==> src/rtl/serial_add_pkg.sv <==
// -----------------------------------------------------------------------------
// serial_add_pkg
// Shared definitions for the bit-serial push-button adder.
//   state_t    : controller states; the encoding is the externally visible
//                phase code (LD_AL=0 .. DONE=5)
//   NIBBLE_W   : width of the switch bus / one operand load
//   bit_cnt_w  : width of the RUN bit counter for a given operand width
// -----------------------------------------------------------------------------
package serial_add_pkg;

  localparam int NIBBLE_W = 4;

  typedef enum logic [2:0] {
    LD_AL = 3'd0,
    LD_AH = 3'd1,
    LD_BL = 3'd2,
    LD_BH = 3'd3,
    RUN   = 3'd4,
    DONE  = 3'd5
  } state_t;

  // Counter must index bits 0..width-1.
  function automatic int bit_cnt_w(input int width);
    return (width <= 1) ? 1 : $clog2(width);
  endfunction

endpackage

==> src/rtl/full_adder.sv <==
// -----------------------------------------------------------------------------
// full_adder
// One-bit full adder cell, time-shared by the serial adder.
//   i_a, i_b : operand bits
//   i_c      : carry in
//   o_s      : sum bit
//   o_c      : carry out (majority of the three inputs)
// -----------------------------------------------------------------------------
module full_adder (
  input  logic i_a,
  input  logic i_b,
  input  logic i_c,
  output logic o_s,
  output logic o_c
);

  assign o_s = i_a ^ i_b ^ i_c;
  assign o_c = (i_a & i_b) | (i_a & i_c) | (i_b & i_c);

endmodule

==> src/rtl/pb_edge.sv <==
// -----------------------------------------------------------------------------
// pb_edge
// Push-button conditioner: 2-flop synchronizer, optional debounce filter,
// then a registered rising-edge detector that emits a single-cycle pulse.
// A held button gives exactly one pulse.
//
// Build option: define SA_DEBOUNCE_EN to insert the debounce filter. The
// filtered level only follows the synchronized input after it has been stable
// for DEB_CYCLES consecutive cycles, which adds DEB_CYCLES cycles of latency.
// Without it the pulse appears 3 clk after the raw edge.
//
// Ports:
//   clk      : system clock
//   rst      : synchronous active-high reset
//   i_btn    : raw (asynchronous) button level
//   o_pulse  : one-cycle pulse on a press
// -----------------------------------------------------------------------------
module pb_edge #(
  parameter int DEB_CYCLES = 16
) (
  input  logic clk,
  input  logic rst,
  input  logic i_btn,
  output logic o_pulse
);

  if (DEB_CYCLES < 1) begin : g_bad_deb
    $error("pb_edge: DEB_CYCLES must be at least 1");
  end

  logic r_sync1;
  logic r_sync2;
  logic r_level_d;
  logic r_pulse;
  logic w_level;

  always_ff @(posedge clk) begin
    if (rst) begin
      r_sync1 <= 1'b0;
      r_sync2 <= 1'b0;
    end else begin
      r_sync1 <= i_btn;
      r_sync2 <= r_sync1;
    end
  end

`ifdef SA_DEBOUNCE_EN
  localparam int DEB_W = $clog2(DEB_CYCLES + 1);
  localparam logic [DEB_W-1:0] DEB_LAST = DEB_W'(DEB_CYCLES - 1);

  logic [DEB_W-1:0] r_deb_cnt;
  logic             r_filt;

  // Count consecutive cycles in which the synced input disagrees with the
  // filtered level; any agreement restarts the count, so glitches shorter
  // than DEB_CYCLES never reach the filtered level.
  always_ff @(posedge clk) begin
    if (rst) begin
      r_deb_cnt <= '0;
      r_filt    <= 1'b0;
    end else if (r_sync2 == r_filt) begin
      r_deb_cnt <= '0;
    end else if (r_deb_cnt == DEB_LAST) begin
      r_deb_cnt <= '0;
      r_filt    <= r_sync2;
    end else begin
      r_deb_cnt <= r_deb_cnt + 1'b1;
    end
  end

  assign w_level = r_filt;
`else
  assign w_level = r_sync2;
`endif

  always_ff @(posedge clk) begin
    if (rst) begin
      r_level_d <= 1'b0;
      r_pulse   <= 1'b0;
    end else begin
      r_level_d <= w_level;
      r_pulse   <= w_level & ~r_level_d;
    end
  end

  assign o_pulse = r_pulse;

endmodule

==> src/rtl/serial_add_ctrl.sv <==
// -----------------------------------------------------------------------------
// serial_add_ctrl
// Bit-serial unsigned adder driven by two push buttons and a 4-bit switch bus.
// Operands A and B are loaded one nibble at a time (low then high), then a
// single full_adder cell is stepped through WIDTH cycles. sum/carry update
// atomically on DONE entry and otherwise hold their previous values.
//
// Build option: SA_DEBOUNCE_EN (forwarded to pb_edge) adds a DEB_CYCLES
// debounce filter on both buttons.
//
// Ports:
//   clk      : system clock
//   rst      : synchronous active-high reset
//   pb_next  : raw button, capture Y into the current nibble and advance
//   pb_clear : raw button, abort and clear operands/result
//   Y        : switch nibble
//   sum      : WIDTH-bit result
//   carry    : carry out of the MSB (2^WIDTH bit)
//   done     : high in DONE
//   busy     : high in RUN
//   phase    : state code (LD_AL=0 .. DONE=5)
// -----------------------------------------------------------------------------
module serial_add_ctrl
  import serial_add_pkg::*;
#(
  parameter int WIDTH      = 7,
  parameter int DEB_CYCLES = 16
) (
  input  logic                clk,
  input  logic                rst,
  input  logic                pb_next,
  input  logic                pb_clear,
  input  logic [NIBBLE_W-1:0] Y,
  output logic [WIDTH-1:0]    sum,
  output logic                carry,
  output logic                done,
  output logic                busy,
  output logic [2:0]          phase
);

  if (WIDTH < 5 || WIDTH > 8) begin : g_bad_width
    $error("serial_add_ctrl: WIDTH must be in 5..8");
  end

  localparam int                 CNT_W    = bit_cnt_w(WIDTH);
  localparam logic [CNT_W-1:0]   CNT_LAST = CNT_W'(WIDTH - 1);

  state_t           r_state;
  state_t           w_state_next;
  logic [WIDTH-1:0] r_a;
  logic [WIDTH-1:0] r_b;
  logic [WIDTH-2:0] r_acc;
  logic [WIDTH-1:0] r_sum;
  logic             r_carry;
  logic [CNT_W-1:0] r_cnt;
  logic             r_c;

  logic w_next_pulse;
  logic w_clr_pulse;
  logic w_ld_al;
  logic w_ld_ah;
  logic w_ld_bl;
  logic w_ld_bh;
  logic w_step;
  logic w_last;
  logic w_fa_s;
  logic w_fa_c;

  pb_edge #(.DEB_CYCLES(DEB_CYCLES)) u_pb_next (
    .clk     (clk),
    .rst     (rst),
    .i_btn   (pb_next),
    .o_pulse (w_next_pulse)
  );

  pb_edge #(.DEB_CYCLES(DEB_CYCLES)) u_pb_clear (
    .clk     (clk),
    .rst     (rst),
    .i_btn   (pb_clear),
    .o_pulse (w_clr_pulse)
  );

  full_adder u_fa (
    .i_a (r_a[r_cnt]),
    .i_b (r_b[r_cnt]),
    .i_c (r_c),
    .o_s (w_fa_s),
    .o_c (w_fa_c)
  );

  always_ff @(posedge clk) begin
    if (rst) begin
      r_state <= LD_AL;
    end else begin
      r_state <= w_state_next;
    end
  end

  // Next-state and datapath strobes. Clear takes priority over everything,
  // including a next pulse in the same cycle.
  always_comb begin
    w_state_next = r_state;
    w_ld_al      = 1'b0;
    w_ld_ah      = 1'b0;
    w_ld_bl      = 1'b0;
    w_ld_bh      = 1'b0;
    w_step       = 1'b0;
    w_last       = 1'b0;
    if (w_clr_pulse) begin
      w_state_next = LD_AL;
    end else begin
      case (r_state)
        LD_AL: if (w_next_pulse) begin w_ld_al = 1'b1; w_state_next = LD_AH; end
        LD_AH: if (w_next_pulse) begin w_ld_ah = 1'b1; w_state_next = LD_BL; end
        LD_BL: if (w_next_pulse) begin w_ld_bl = 1'b1; w_state_next = LD_BH; end
        LD_BH: if (w_next_pulse) begin w_ld_bh = 1'b1; w_state_next = RUN;   end
        RUN: begin
          w_step = 1'b1;
          if (r_cnt == CNT_LAST) begin
            w_last       = 1'b1;
            w_state_next = DONE;
          end
        end
        DONE:  if (w_next_pulse) begin w_ld_al = 1'b1; w_state_next = LD_AH; end
        default: w_state_next = LD_AL;
      endcase
    end
  end

  always_ff @(posedge clk) begin
    if (rst || w_clr_pulse) begin
      r_a     <= '0;
      r_b     <= '0;
      r_acc   <= '0;
      r_sum   <= '0;
      r_carry <= 1'b0;
      r_cnt   <= '0;
      r_c     <= 1'b0;
    end else begin
      if (w_ld_al) r_a[NIBBLE_W-1:0]     <= Y;
      if (w_ld_ah) r_a[WIDTH-1:NIBBLE_W] <= Y[WIDTH-NIBBLE_W-1:0];
      if (w_ld_bl) r_b[NIBBLE_W-1:0]     <= Y;
      if (w_ld_bh) begin
        r_b[WIDTH-1:NIBBLE_W] <= Y[WIDTH-NIBBLE_W-1:0];
        r_cnt                 <= '0;
        r_c                   <= 1'b0;
      end
      if (w_step) begin
        // Sum bits enter at the top and shift down, so after WIDTH-1 steps
        // bit 0 sits at the LSB and the final bit completes the word.
        r_acc <= {w_fa_s, r_acc[WIDTH-2:1]};
        r_c   <= w_fa_c;
        r_cnt <= w_last ? '0 : r_cnt + 1'b1;
      end
      if (w_last) begin
        r_sum   <= {w_fa_s, r_acc};
        r_carry <= w_fa_c;
      end
    end
  end

  assign sum   = r_sum;
  assign carry = r_carry;
  assign done  = (r_state == DONE);
  assign busy  = (r_state == RUN);
  assign phase = r_state;

endmodule

==> config.mk <==
export PLATFORM = sky130hd
export DESIGN_NAME = serial_add_ctrl
export DESIGN_NICKNAME = d
export VERILOG_FILES = /design/src/rtl/serial_add_pkg.sv /design/src/rtl/full_adder.sv /design/src/rtl/pb_edge.sv /design/src/rtl/serial_add_ctrl.sv
export SDC_FILE = /design/constraint.sdc
export NUM_CORES = 1
export LEC_CHECK = 0
export BUFFER_PORTS_ARGS = -buffer_cell sky130_fd_sc_hd__buf_2
export CAP_MARGIN = 20
export CORE_MARGIN = 4
export CORE_UTILIZATION = 57
export CTS_CLUSTER_SIZE = 14
export DETAILED_ROUTE_END_ITERATION = 8
export PLACE_DENSITY = 0.86
export SKIP_LAST_GASP = 1
export SYNTH_ARGS = -nofsm -noshare
export SYNTH_HDL_FRONTEND = slang
export SYNTH_SLANG_ARGS = --single-unit
==> constraint.sdc <==
create_clock -name clk -period 2.5 [get_ports clk]
set_input_delay 0.5 -clock clk [delete_from_list [all_inputs] [get_ports clk]]
set_output_delay 0.5 -clock clk [all_outputs]
set_load 0.02 [all_outputs]
Yosys cells after proc, flatten, opt, wreduce, memory -nomap -nowiden
Index checks and enable logic that the tools add are counted.
Operators by class
  eq/ne operators: 11
  $mul: 0
  bitwise operators: 11
  divide/modulo/power cells: 0
  shifts and indexed selects: 0
  mux-type cells: 29
  reductions and logical operators: 6
  add/sub/neg operators: 1
  $lt $le $gt $ge: 1
Operators with widths (count)
  $mux W3: 8
  $mux W1: 18
  $pmux W3 S5: 1
  $ne A2 B1 Y1 const B: 5
  $eq A3 B3 Y1 const B: 3
  $bmux W1 S3: 2
  $eq A3 B2 Y1 const B: 2
  $and A1 B1 Y1: 5
  $reduce_and A5 Y1: 1
  $lt A3 B4 Y1 const B: 1
  $reduce_or A2 Y1: 2
  $add A3 B1 Y3 const B: 1
  $eq A3 B1 Y1 const B: 1
  $logic_not A3 Y1: 1
  $not A1 Y1: 2
  $or A1 B1 Y1: 2
  $reduce_bool A2 Y1: 1
  $xor A1 B1 Y1: 2
  $logic_or A1 B1 Y1: 1
Storage, ports and cells
  latch bits: 0
  bits of input ports: 8
  register bits after elaboration: 43
  memories kept: 0
  logic and storage cells: 77
  bits in read-only memories: 0
  bits in writable memories: 0
  output and inout port bits: 13

Longest topological paths before layout
Gate-level depths: netlist of run 1.
  word-level depth: 6
  depth in mapped cells: 7

Modules after synthesis
A second synthesis of run 1 with hierarchy kept.
Second synthesis, totals
  cells, all modules: 211
  area total of the unflattened synthesis: 1860.5 sq um
Modules (own cells, without submodules)
  serial_add_ctrl: area each 1617.8 sq um, times used 1, cells an instance 194
  pb_edge: area each 111.4 sq um, times used 2, cells an instance 8
  full_adder: area each 20.0 sq um, times used 1, cells an instance 1

Least setup slack after synthesis of run 1
No wires, ideal clock.
  kind: reg-to-reg
  start point: register r_cnt[0]
  end point: register r_acc[5]
  setup time: 87 ps
  stages on the path, launching flop included: 6
  data required time: 2413 ps
  setup slack: 532 ps
  arrival time: 1882 ps
  cell sequence: dfxtp_1 > clkbuf_1 > mux4_2 > mux2i_1 > fa_1 > a211oi_1
On the way
  word-level cells in the longest chain between the ends: 4
  elaborated cells on any way between the ends: 6
  those cells by class: mux (4); bitwise (2)
RTL lines
  from (decl): line serial_add_ctrl.sv:55  | logic [CNT_W-1:0] r_cnt;
  from (signal assigned): line serial_add_ctrl.sv:153  | r_cnt <= w_last ? '0 : r_cnt + 1'b1;
  $bmux W1 S3 (on tied branches): line serial_add_ctrl.sv:84, serial_add_ctrl.sv:85
  $mux W1 (on tied branches): line serial_add_ctrl.sv:84, serial_add_ctrl.sv:85
  $xor A1 B1 Y1 (*) (2 in series): line full_adder.sv:17  | assign o_s = i_a ^ i_b ^ i_c;
  to (signal assigned): line serial_add_ctrl.sv:151  | r_acc <= {w_fa_s, r_acc[WIDTH-2:1]};
  to (decl): line serial_add_ctrl.sv:52  | logic [WIDTH-2:0] r_acc;
Mark *: on every way between the ends. The rest lies on a longest branch, timed or not. The select of a mux whose other input is x is not followed.
A chain may end at the register's enable or synchronous reset.

Worst setup path after layout of run 1
Ends and elaborated chain as after synthesis.

==> results of run 1 <==
worst max-delay path by stage:
stage	end	slack, ns	cells after the start
after detailed placement	sum[6]$_SDFFE_PP0P_	0.49	4
after floorplan	r_acc[5]$_SDFFE_PP0P_	0.53	5
final	r_acc[5]$_SDFFE_PP0P_	0.49	4
after CTS	sum[6]$_SDFFE_PP0P_	0.46	4
after global routing	sum[6]$_SDFFE_PP0P_	0.30	4
after global placement	sum[6]$_SDFFE_PP0P_	0.59	4
layer usage:
metal  vias up  routed length [um]  global-route usage
met1       690                1710               0.252
met2        29                1620               0.305
met3        13                 179              0.0416
li1        743                   -                   -
met5         -                   0                   0
met4         0                  95              0.0984
layout by cell type (no fill, tap or decap), drive strengths merged:
cell type / instances
fa: 1
inv: 3
o31ai: 1
nand4b: 1
nand2b: 2
clkbuf: 6
nor3b: 2
nand3b: 5
or4: 1
nor2: 9
a211oi: 4
nor3: 1
nor2b: 10
a21oi: 26
bufinv: 2
xnor2: 1
or3b: 1
dfxtp: 43
mux4: 2
and3b: 2
xor2: 3
a311oi: 1
or3: 1
nand3: 20
or2: 2
o2bb2ai: 2
nor4b: 2
nand2: 2
and2: 1
ha: 2
or4b: 2
o21bai: 1
mux2i: 9
buf: 24
o21ai: 21
cell usage after synthesis (2+ instances only):
cell and n:
dfxtp_1 43, a21oi_1 26, o21ai_0 21, nand3_1 20, clkbuf_1 11, nor2b_1 10
mux2i_1 9, nor2_1 9, nand3b_1 5, a211oi_1 4, buf_1 3, inv_1 3
xor2_1 3, and3b_1 2, buf_2 2, ha_1 2, mux4_2 2, nand2_1 2
nand2b_1 2, nor3b_1 2, o2bb2ai_1 2, or2_2 2
sequential cells by signal, indices dropped and copies added, names as in the netlist:
| register | cells |
|---|---|
| r_b | 7 |
| r_acc | 6 |
| carry | 1 |
| sum | 7 |
| u_pb_next.r_sync1 | 1 |
| u_pb_clear.r_level_d | 1 |
| u_pb_clear.r_sync2 | 1 |
| u_pb_clear.r_sync1 | 1 |
| phase | 3 |
| r_a | 7 |
| u_pb_next.r_level_d | 1 |
| u_pb_next.o_pulse | 1 |
| r_c | 1 |
| u_pb_next.r_sync2 | 1 |
| r_cnt | 3 |
| u_pb_clear.o_pulse | 1 |
where the power goes:
part	switching, mW	internal [mW]
clock network	0.217	0.312
logic	0.0228	0.0134
registers	0.00644	0.692
metrics by stage:
step	cell area [sq um]	setup slack, ns	hold WS [ns]	power, mW	cells
floorplan	1850	0.532	0.367	0.735	201
global placement	1960	0.593	0.371	0.748	252
detailed placement	1960	0.488	0.378	0.749	252
CTS	2070	0.457	0.351	1.27	260
global route	2070	0.299	0.370	1.31	260
finish	2070	0.494	0.354	1.26	260
kinds of logic after synthesis:
kind of cell / after synthesis / synth area share
compound gates: 56 / 0.165
xor+xnor: 4 / 0.0189
fa+ha+maj: 3 / 0.0243
buf+inv: 20 / 0.0459
flops: 43 / 0.465
mux: 11 / 0.0729
simple gates: 64 / 0.208
cell type report:
type                            instances  area share
Timing Repair Buffer                   24      0.0630
Sequential cell                        43       0.417
Tap cell                               44      0.0267
Inverter                                3     0.00545
Clock buffer                            6      0.0200
Multi-Input combinational cell        138       0.439
Clock inverter                          2      0.0291
==> run_results.csv, run 1 <==
group,metric,value,unit
die,die_w,65.0,um
global_route,grt.overflow.total,0,
critical_path,cpPeakStageDelay,0.55,ns
clock_tree,cts_tree,"yes",
job,drv_cap,0,
power_and_ir_drop,power_density,612,nW/um^2
synthesis,synth-seq-cells,43,
routing,wl_per_cell,13.9,um
finish,fillers,256,
critical_path,cp.arrival,2.28,ns
finish,drive_gt1_frac,0.176,
placed_design,place.gp.congestion,0.871,
critical_path,cp.required,2.77,ns
placed_design,io_buffers,20,
placed_design,dp_hpwl,2.53,mm
clock_tree,cts.reportedPaths.clkPinSlew,0.12,ns
sta,fin_crit_sh,0.802,
power_and_ir_drop,p_leak,0.726,nW
synthesis,syn_area_per_cell,9.22,sq um
clock_tree,hold_buffers,0,
critical_path,critPathCaptureType,"flop",
finish,multiInputGateArea,907,sq um
critical_path,crit_path_start_kind,"flop",
routing,dr.pass1.iters,4,
critical_path,r2r-end,"r_acc[5]$_SDFFE_PP0P_",
clock_tree,clkLatencyLatePin,0.35,ns
routing,ant_nets,0,
sta,tightest_slew,0.651,ns
routing,drc,0,
worst_hold_path,hp-class,"in -> reg",
critical_path,worst-setup-path-type,"reg -> reg",
synthesis,syn_area,1850,sq um
sta,timing.slew.headroom,0.560,
critical_path,path_buf_inv,0,
synthesis,synth_edf_count,0,
critical_path,cp-startpoint,"r_cnt[0]$_SDFFE_PP0P_",
routing,via_per_inst,5.67,
synthesis,synth_fp_nets,212,
die,ioPinCount,21,
critical_path,crit_slowest_cell,"mux4_2",
synthesis,synthCells,201,
synthesis,yosys_warnings,0,
worst_hold_path,whs_path_depth,2,
power_and_ir_drop,vdd_drop_max,0.443,mV
global_route,grt_pass1_wl,6.39,mm
worst_hold_path,worstHoldEndpoint,"u_pb_clear.r_sync1$_SDFF_PP0_",
clock_tree,clk_path_buf_depth,2,
clock_tree,cts_buffers,5,
synthesis,ys.flop_type,"dfxtp_1",
outcome,status,"finished clean",
sta,skew,0.00634,ns
sta,finalMaxSlewViolations,0,
sta,post-route-min-period,2.01,ns
synthesis,ys_top_cells_by_area,"dfxtp_1 (46%), a21oi_1 (7.0%), o21ai_0 (5.7%)",
finish,syn2layout_area_growth,11.5,%
global_route,grt_pass1_vias,1391,
finish,fin_nets,226,
finish,n_antenna_cell,0,
synthesis,ys_types,38,
clock_tree,clock_sinks,43,
sta,setup_tns,0,ns
critical_path,cp_cell_sequence,"mux4_2 > mux2i_1 > fa_1 > a211oi_1",
sta,setup_viol,0,
synthesis,async_flop_share,0,
clock_tree,cts_root_buf,"clkbuf_4",
die,die_y,65.0,um
critical_path,worstPathMaxFanout,8,
finish,utilization,0.671,
routing,vias,1475,
routing,dr.first_iter.drc_count,64,
synthesis,ys_seq_area_frac,0.465,
die,initial_core_util,0.602,
critical_path,reg2reg_slack,0.49,ns
critical_path,cp_top_family,"multiplexers",
die,die_area,4230,sq um
global_route,track_usage,0.195,
sta,rsz0062_at_grt,"no",
critical_path,reg2reg_depth,4,
global_route,antenna_found_initial,0,
clock_tree,ctsResizeCount,0,
worst_hold_path,worstHoldStart,"pb_clear",
global_route,grt_max_degree,36,
clock_tree,htreeDepth,2,
routing,totalWireLength,3.60,mm
finish,seq_area,861,sq um
die,core_area,3080,sq um
synthesis,synth_top_area_share,0.465,
synthesis,synth_area_leader_cell,"dfxtp_1",
critical_path,reg2reg_from,"r_cnt[0]$_SDFFE_PP0P_",
sta,hold_viol_final,0,
clock_tree,cts_setup_buffers,0,
sta,fmax,0.499,GHz
die,rows,20,
Power figures use the tool's default switching activity.
==> run 2, diff against run 1 <==
==> constraint.sdc (replaced) <==
create_clock -name clk -period 1.9 [get_ports clk]
set_input_delay 0.38 -clock clk [delete_from_list [all_inputs] [get_ports clk]]
set_output_delay 0.38 -clock clk [all_outputs]
set_load 0.02 [all_outputs]
==> run 2 against run 1 <==
Non-clock buffer count is 6 higher. Flip-flop and latch count stayed put. Clock skew is 0.00055 ns higher. Total power is 8.0% higher. Register-to-register slack worse by 0.41 ns. Maximum frequency is 10% higher. Sequential power is 31% higher. Cell count is 1.5% higher. Hold slack worse by 0.12 ns.
==> run_results.csv, run 2 (same netlist as run 1, synthesis figures left out) <==
group,metric,value,unit
outcome,status,"finished clean",
routing,vias,1517,
clock_tree,hold_buffers,0,
finish,fin_nets,232,
placed_design,place_ws,0.0232,ns
placed_design,place.gp.congestion,0.780,
sta,rsz0062_at_grt,"no",
die,die_w,65.0,um
sta,finalMaxSlewViolations,0,
power_and_ir_drop,power_density,659,nW/um^2
power_and_ir_drop,p_leak,0.736,nW
global_route,grt_pass1_wl,6.49,mm
finish,drive_gt1_frac,0.214,
clock_tree,cts.reportedPaths.clkPinSlew,0.11,ns
placed_design,dp_hpwl,2.64,mm
critical_path,cp.required,2.17,ns
clock_tree,ctsResizeCount,0,
job,drv_cap,0,
critical_path,cp.arrival,2.09,ns
sta,fin_crit_sh,0.957,
routing,dr.first_iter.drc_count,79,
finish,seq_area,866,sq um
sta,setup_viol,0,
die,ioPinCount,21,
routing,drc,0,
sta,fmax,0.550,GHz
sta,timing.slew.headroom,0.603,
die,rows,20,
routing,wl_met3,115,um
routing,dr.pass1.iters,4,
routing,met1Wirelength,1.80,mm
finish,final_common_cell,"dfxtp_1",
die,die_area,4230,sq um
routing,wl_met2,1.73,mm
sta,hold_ws,0.239,ns
placed_design,io_buffers,20,
finish,multiInputGateArea,921,sq um
global_route,grt_max_degree,36,
clock_tree,cts_setup_buffers,0,
global_route,grt_pass1_vias,1433,
clock_tree,cts_root_buf,"clkbuf_4",
sta,skew,0.00689,ns
routing,top_layer_used,"met4",
power_and_ir_drop,vdd_drop_max,0.492,mV
critical_path,worst-setup-path-type,"reg -> reg",
worst_hold_path,hp-class,"in -> reg",
routing,ant_nets,0,
critical_path,crit_path_start_kind,"flop",
routing,totalWireLength,3.70,mm
sta,setup_ws,0.0815,ns
sta,tightest_slew,0.588,ns
global_route,track_usage,0.196,
power_and_ir_drop,total_power,1.36,mW
critical_path,critPathCaptureType,"flop",
finish,layout_common_cells,"dfxtp_1 (41), a21oi_1 (26), o21ai_0 (21)",
clock_tree,clk_path_buf_depth,2,
routing,wl_per_cell,14.0,um
die,initial_core_util,0.602,
global_route,grt.overflow.total,0,
finish,fillers,261,
global_route,antenna_found_initial,0,
finish,n_antenna_cell,0,
die,die_y,65.0,um
clock_tree,clkLatencyLatePin,0.34,ns
clock_tree,htreeDepth,2,
sta,post-route-min-period,1.82,ns
sta,setup_tns,0,ns
clock_tree,cts_buffers,5,
sta,hold_viol_final,0,
clock_tree,cts_tree,"yes",
routing,via_per_inst,5.75,
die,core_area,3080,sq um
clock_tree,clock_sinks,43,
finish,syn2layout_area_growth,11.7,%
critical_path,worstPathMaxFanout,3,
## run 2: layout make-up
class                      count  area share
tap                           44      0.0266
inverter                       3     0.00544
multi-input combinational    138       0.445
sequential                    43       0.418
timing repair buffer          30      0.0846
clock buffer                   6      0.0200
## run 2: final timing paths
path                            slack [ns]  cells past startpoint                           start                             to
worst min register to register        0.39                      1  u_pb_next.r_level_d$_SDFF_PP0_   u_pb_next.o_pulse$_SDFF_PP0_
worst max register to register        0.08                      4           r_cnt[0]$_SDFFE_PP0P_            sum[6]$_SDFFE_PP0P_
worst min-delay path                  0.24                      2                        pb_clear  u_pb_clear.r_sync1$_SDFF_PP0_
worst max-delay path                  0.08                      4           r_cnt[0]$_SDFFE_PP0P_            sum[6]$_SDFFE_PP0P_
## run 2: critical path: stages (launching register included)
cell      delay, ns
dfxtp_4        0.38
mux4_2         0.50
mux2i_2        0.19
fa_1           0.45
a211oi_1       0.22
## run 2: stage by stage
stage	std cells	util	instance area, sq um
after floorplan	201	-	1850
after global placement	258	0.653	2010
after detailed placement	258	0.653	2010
after CTS	264	0.666	2050
after global routing	264	0.672	2070
final	264	0.672	2070
## run 2: layer usage
metal	vias up	track usage
li1	758	-
met1	724	0.261
met2	29	0.314
met3	6	0.0416
met4	0	0.0699
met5	-	0
## run 2: where the power goes
| group | total, mW | internal [mW] | leakage (nW) | switching [mW] |
|---|---|---|---|---|
| registers | 0.914 | 0.908 | 0.349 | 0.00534 |
| clock network | 0.398 | 0.132 | 0.0242 | 0.266 |
| logic | 0.0526 | 0.0190 | 0.363 | 0.0336 |
| total | 1.36 | 1.06 | 0.736 | 0.305 |
==> run 3, diff against run 2 <==
--- a/config.mk
+++ b/config.mk
@@ -11,7 +11,7 @@
 export CORE_UTILIZATION = 57
 export CTS_CLUSTER_SIZE = 14
 export DETAILED_ROUTE_END_ITERATION = 8
-export PLACE_DENSITY = 0.86
+export PLACE_DENSITY = 0.84
 export SKIP_LAST_GASP = 1
 export SYNTH_ARGS = -nofsm -noshare
 export SYNTH_HDL_FRONTEND = slang
==> run 3 against run 2 <==
Non-clock buffer count up 4. Combinational power rose by 5.7%. Setup slack gained 0.0065 ns. Cell count grew 2.3%. Die area unchanged. Total power increased by 2.5%. Clock power rose by 8.0%. Sequential power about the same. Clock-buffer cell count grew 1. Critical path type unchanged. Critical endpoint is now r_acc[5]$_SDFFE_PP0P_.
==> run_results.csv, run 3 (same netlist as run 1, synthesis figures left out) <==
group,metric,value,unit
power_and_ir_drop,vdd_drop_max,0.504,mV
routing,via_per_inst,5.64,
routing,drc,0,
worst_hold_path,whs_path_depth,2,
global_route,grt_max_degree,36,
clock_tree,cts_buffers,5,
critical_path,crit_path_start_kind,"flop",
power_and_ir_drop,power_density,665,nW/um^2
routing,dr.pass1.iters,4,
critical_path,r2r-end,"r_acc[5]$_SDFFE_PP0P_",
die,ioPinCount,21,
critical_path,worstPathMaxFanout,4,
die,initial_core_util,0.602,
clock_tree,clk_path_buf_depth,2,
clock_tree,cts_tree,"yes",
die,die_area,4230,sq um
sta,skew,0.0120,ns
sta,finalMaxSlewViolations,0,
finish,fin_nets,236,
clock_tree,htreeDepth,2,
sta,setup_viol,0,
die,rows,20,
critical_path,critPathCaptureType,"flop",
outcome,status,"finished clean",
routing,dr.first_iter.drc_count,59,
routing,ant_nets,0,
global_route,grt_pass1_vias,1454,
critical_path,reg2reg_depth,4,
worst_hold_path,hp-class,"in -> reg",
sta,fin_crit_sh,0.954,
finish,n_antenna_cell,0,
critical_path,reg2reg_from,"r_cnt[0]$_SDFFE_PP0P_",
clock_tree,hold_buffers,0,
clock_tree,clock_sinks,43,
finish,layout_common_cells,"dfxtp_1 (41), a21oi_1 (26), o21ai_0 (21)",
power_and_ir_drop,p_leak,0.762,nW
finish,syn2layout_area_growth,13.5,%
global_route,antenna_found_initial,0,
placed_design,place_area,2040,sq um
routing,totalWireLength,3.86,mm
clock_tree,cts.reportedPaths.clkPinSlew,0.12,ns
clock_tree,cts_root_buf,"clkbuf_4",
critical_path,worst-setup-path-type,"reg -> reg",
critical_path,cp.required,2.17,ns
routing,wl_per_cell,14.3,um
global_route,grt_pass1_wl,6.80,mm
placed_design,io_buffers,20,
worst_hold_path,worstHoldEndpoint,"u_pb_clear.r_sync1$_SDFF_PP0_",
finish,drive_gt1_frac,0.226,
sta,hold_viol_final,0,
sta,post-route-min-period,1.81,ns
global_route,track_usage,0.210,
clock_tree,clkLatencyLatePin,0.36,ns
placed_design,place.gp.congestion,0.851,
critical_path,reg2reg_slack,0.09,ns
sta,tightest_slew,0.614,ns
die,core_area,3080,sq um
clock_tree,cts_setup_buffers,0,
finish,final_common_cell,"dfxtp_1",
die,die_w,65.0,um
placed_design,dp_hpwl,2.80,mm
die,die_y,65.0,um
finish,fin_area,2100,sq um
placed_design,dp.cells,262,
sta,timing.slew.headroom,0.585,
worst_hold_path,worstHoldStart,"pb_clear",
finish,stdcell_count,270,
critical_path,cp.arrival,2.08,ns
global_route,grt.overflow.total,0,
sta,fmax,0.552,GHz
job,drv_cap,0,
routing,vias,1522,
[run 3: changes by cell type in the layout (fill, tap and decap cells not counted)]
| cell | change |
|---|---|
| a211oi_2 | -1 |
| a211oi_1 | +1 |
| buf_4 | +4 |
| clkinv_2 | +1 |
| clkbuf_1 | +1 |
[run 3: metrics by stage]
step / total power [mW] / utilization / setup TNS, ns / worst slack, ns / hold slack, ns
floorplan: 0.967 / - / 0 / 0.0291 / 0.367
global placement: 0.987 / 0.663 / 0 / 0.0839 / 0.369
detailed placement: 0.989 / 0.663 / 0 / 0.0216 / 0.394
CTS: 1.41 / 0.681 / 0 / 0.0591 / 0.209
global route: 1.46 / 0.683 / -0.0293 / -0.0293 / 0.234
finish: 1.40 / 0.683 / 0 / 0.0880 / 0.224
[run 3: final cells by class]
type | instances | area [sq um]
Clock inverter | 1 | 5.00
Clock buffer | 7 | 45.0
Fill cell | 266 | 975
Multi-Input combinational cell | 138 | 916
Inverter | 3 | 11.3
Tap cell | 44 | 55.1
Timing Repair Buffer | 34 | 205
Sequential cell | 43 | 866
[run 3: layer usage]
| layer | track usage | vias up | routed length (um) |
|---|---|---|---|
| li1 | - | 764 | - |
| met1 | 0.266 | 718 | 1740 |
| met2 | 0.332 | 32 | 1890 |
| met3 | 0.0607 | 8 | 166 |
| met4 | 0.0907 | 0 | 61 |
| met5 | 0 | - | 0 |
[run 3: critical path: stages, from the launching register on]
cell	delay [ns]
dfxtp_4	0.38
mux4_2	0.51
mux2i_2	0.19
fa_1	0.46
a211oi_1	0.20
[run 3: repair_timing]
action / CTS / global route
resized for setup: 2 / 3
endpoints found under the setup margin: 2 / 1
cloned: 0 / 0
[run 3: worst max-delay path by stage]
stage                                     start                     to  slack [ns]
final                     r_cnt[0]$_SDFFE_PP0P_  r_acc[5]$_SDFFE_PP0P_        0.09
after global routing      r_cnt[0]$_SDFFE_PP0P_  r_acc[5]$_SDFFE_PP0P_       -0.03
after CTS                 r_cnt[0]$_SDFFE_PP0P_  r_acc[5]$_SDFFE_PP0P_        0.06
after detailed placement  r_cnt[0]$_SDFFE_PP0P_  r_acc[5]$_SDFFE_PP0P_        0.02
after global placement    r_cnt[0]$_SDFFE_PP0P_    sum[6]$_SDFFE_PP0P_        0.08
after floorplan           r_cnt[0]$_SDFFE_PP0P_  r_acc[5]$_SDFFE_PP0P_        0.03
[run 3: power by group]
part           internal (mW)  switching, mW  leakage (nW)
Clock                  0.145          0.286        0.0293
Combinational         0.0203         0.0353         0.384
Sequential             0.909        0.00354         0.349
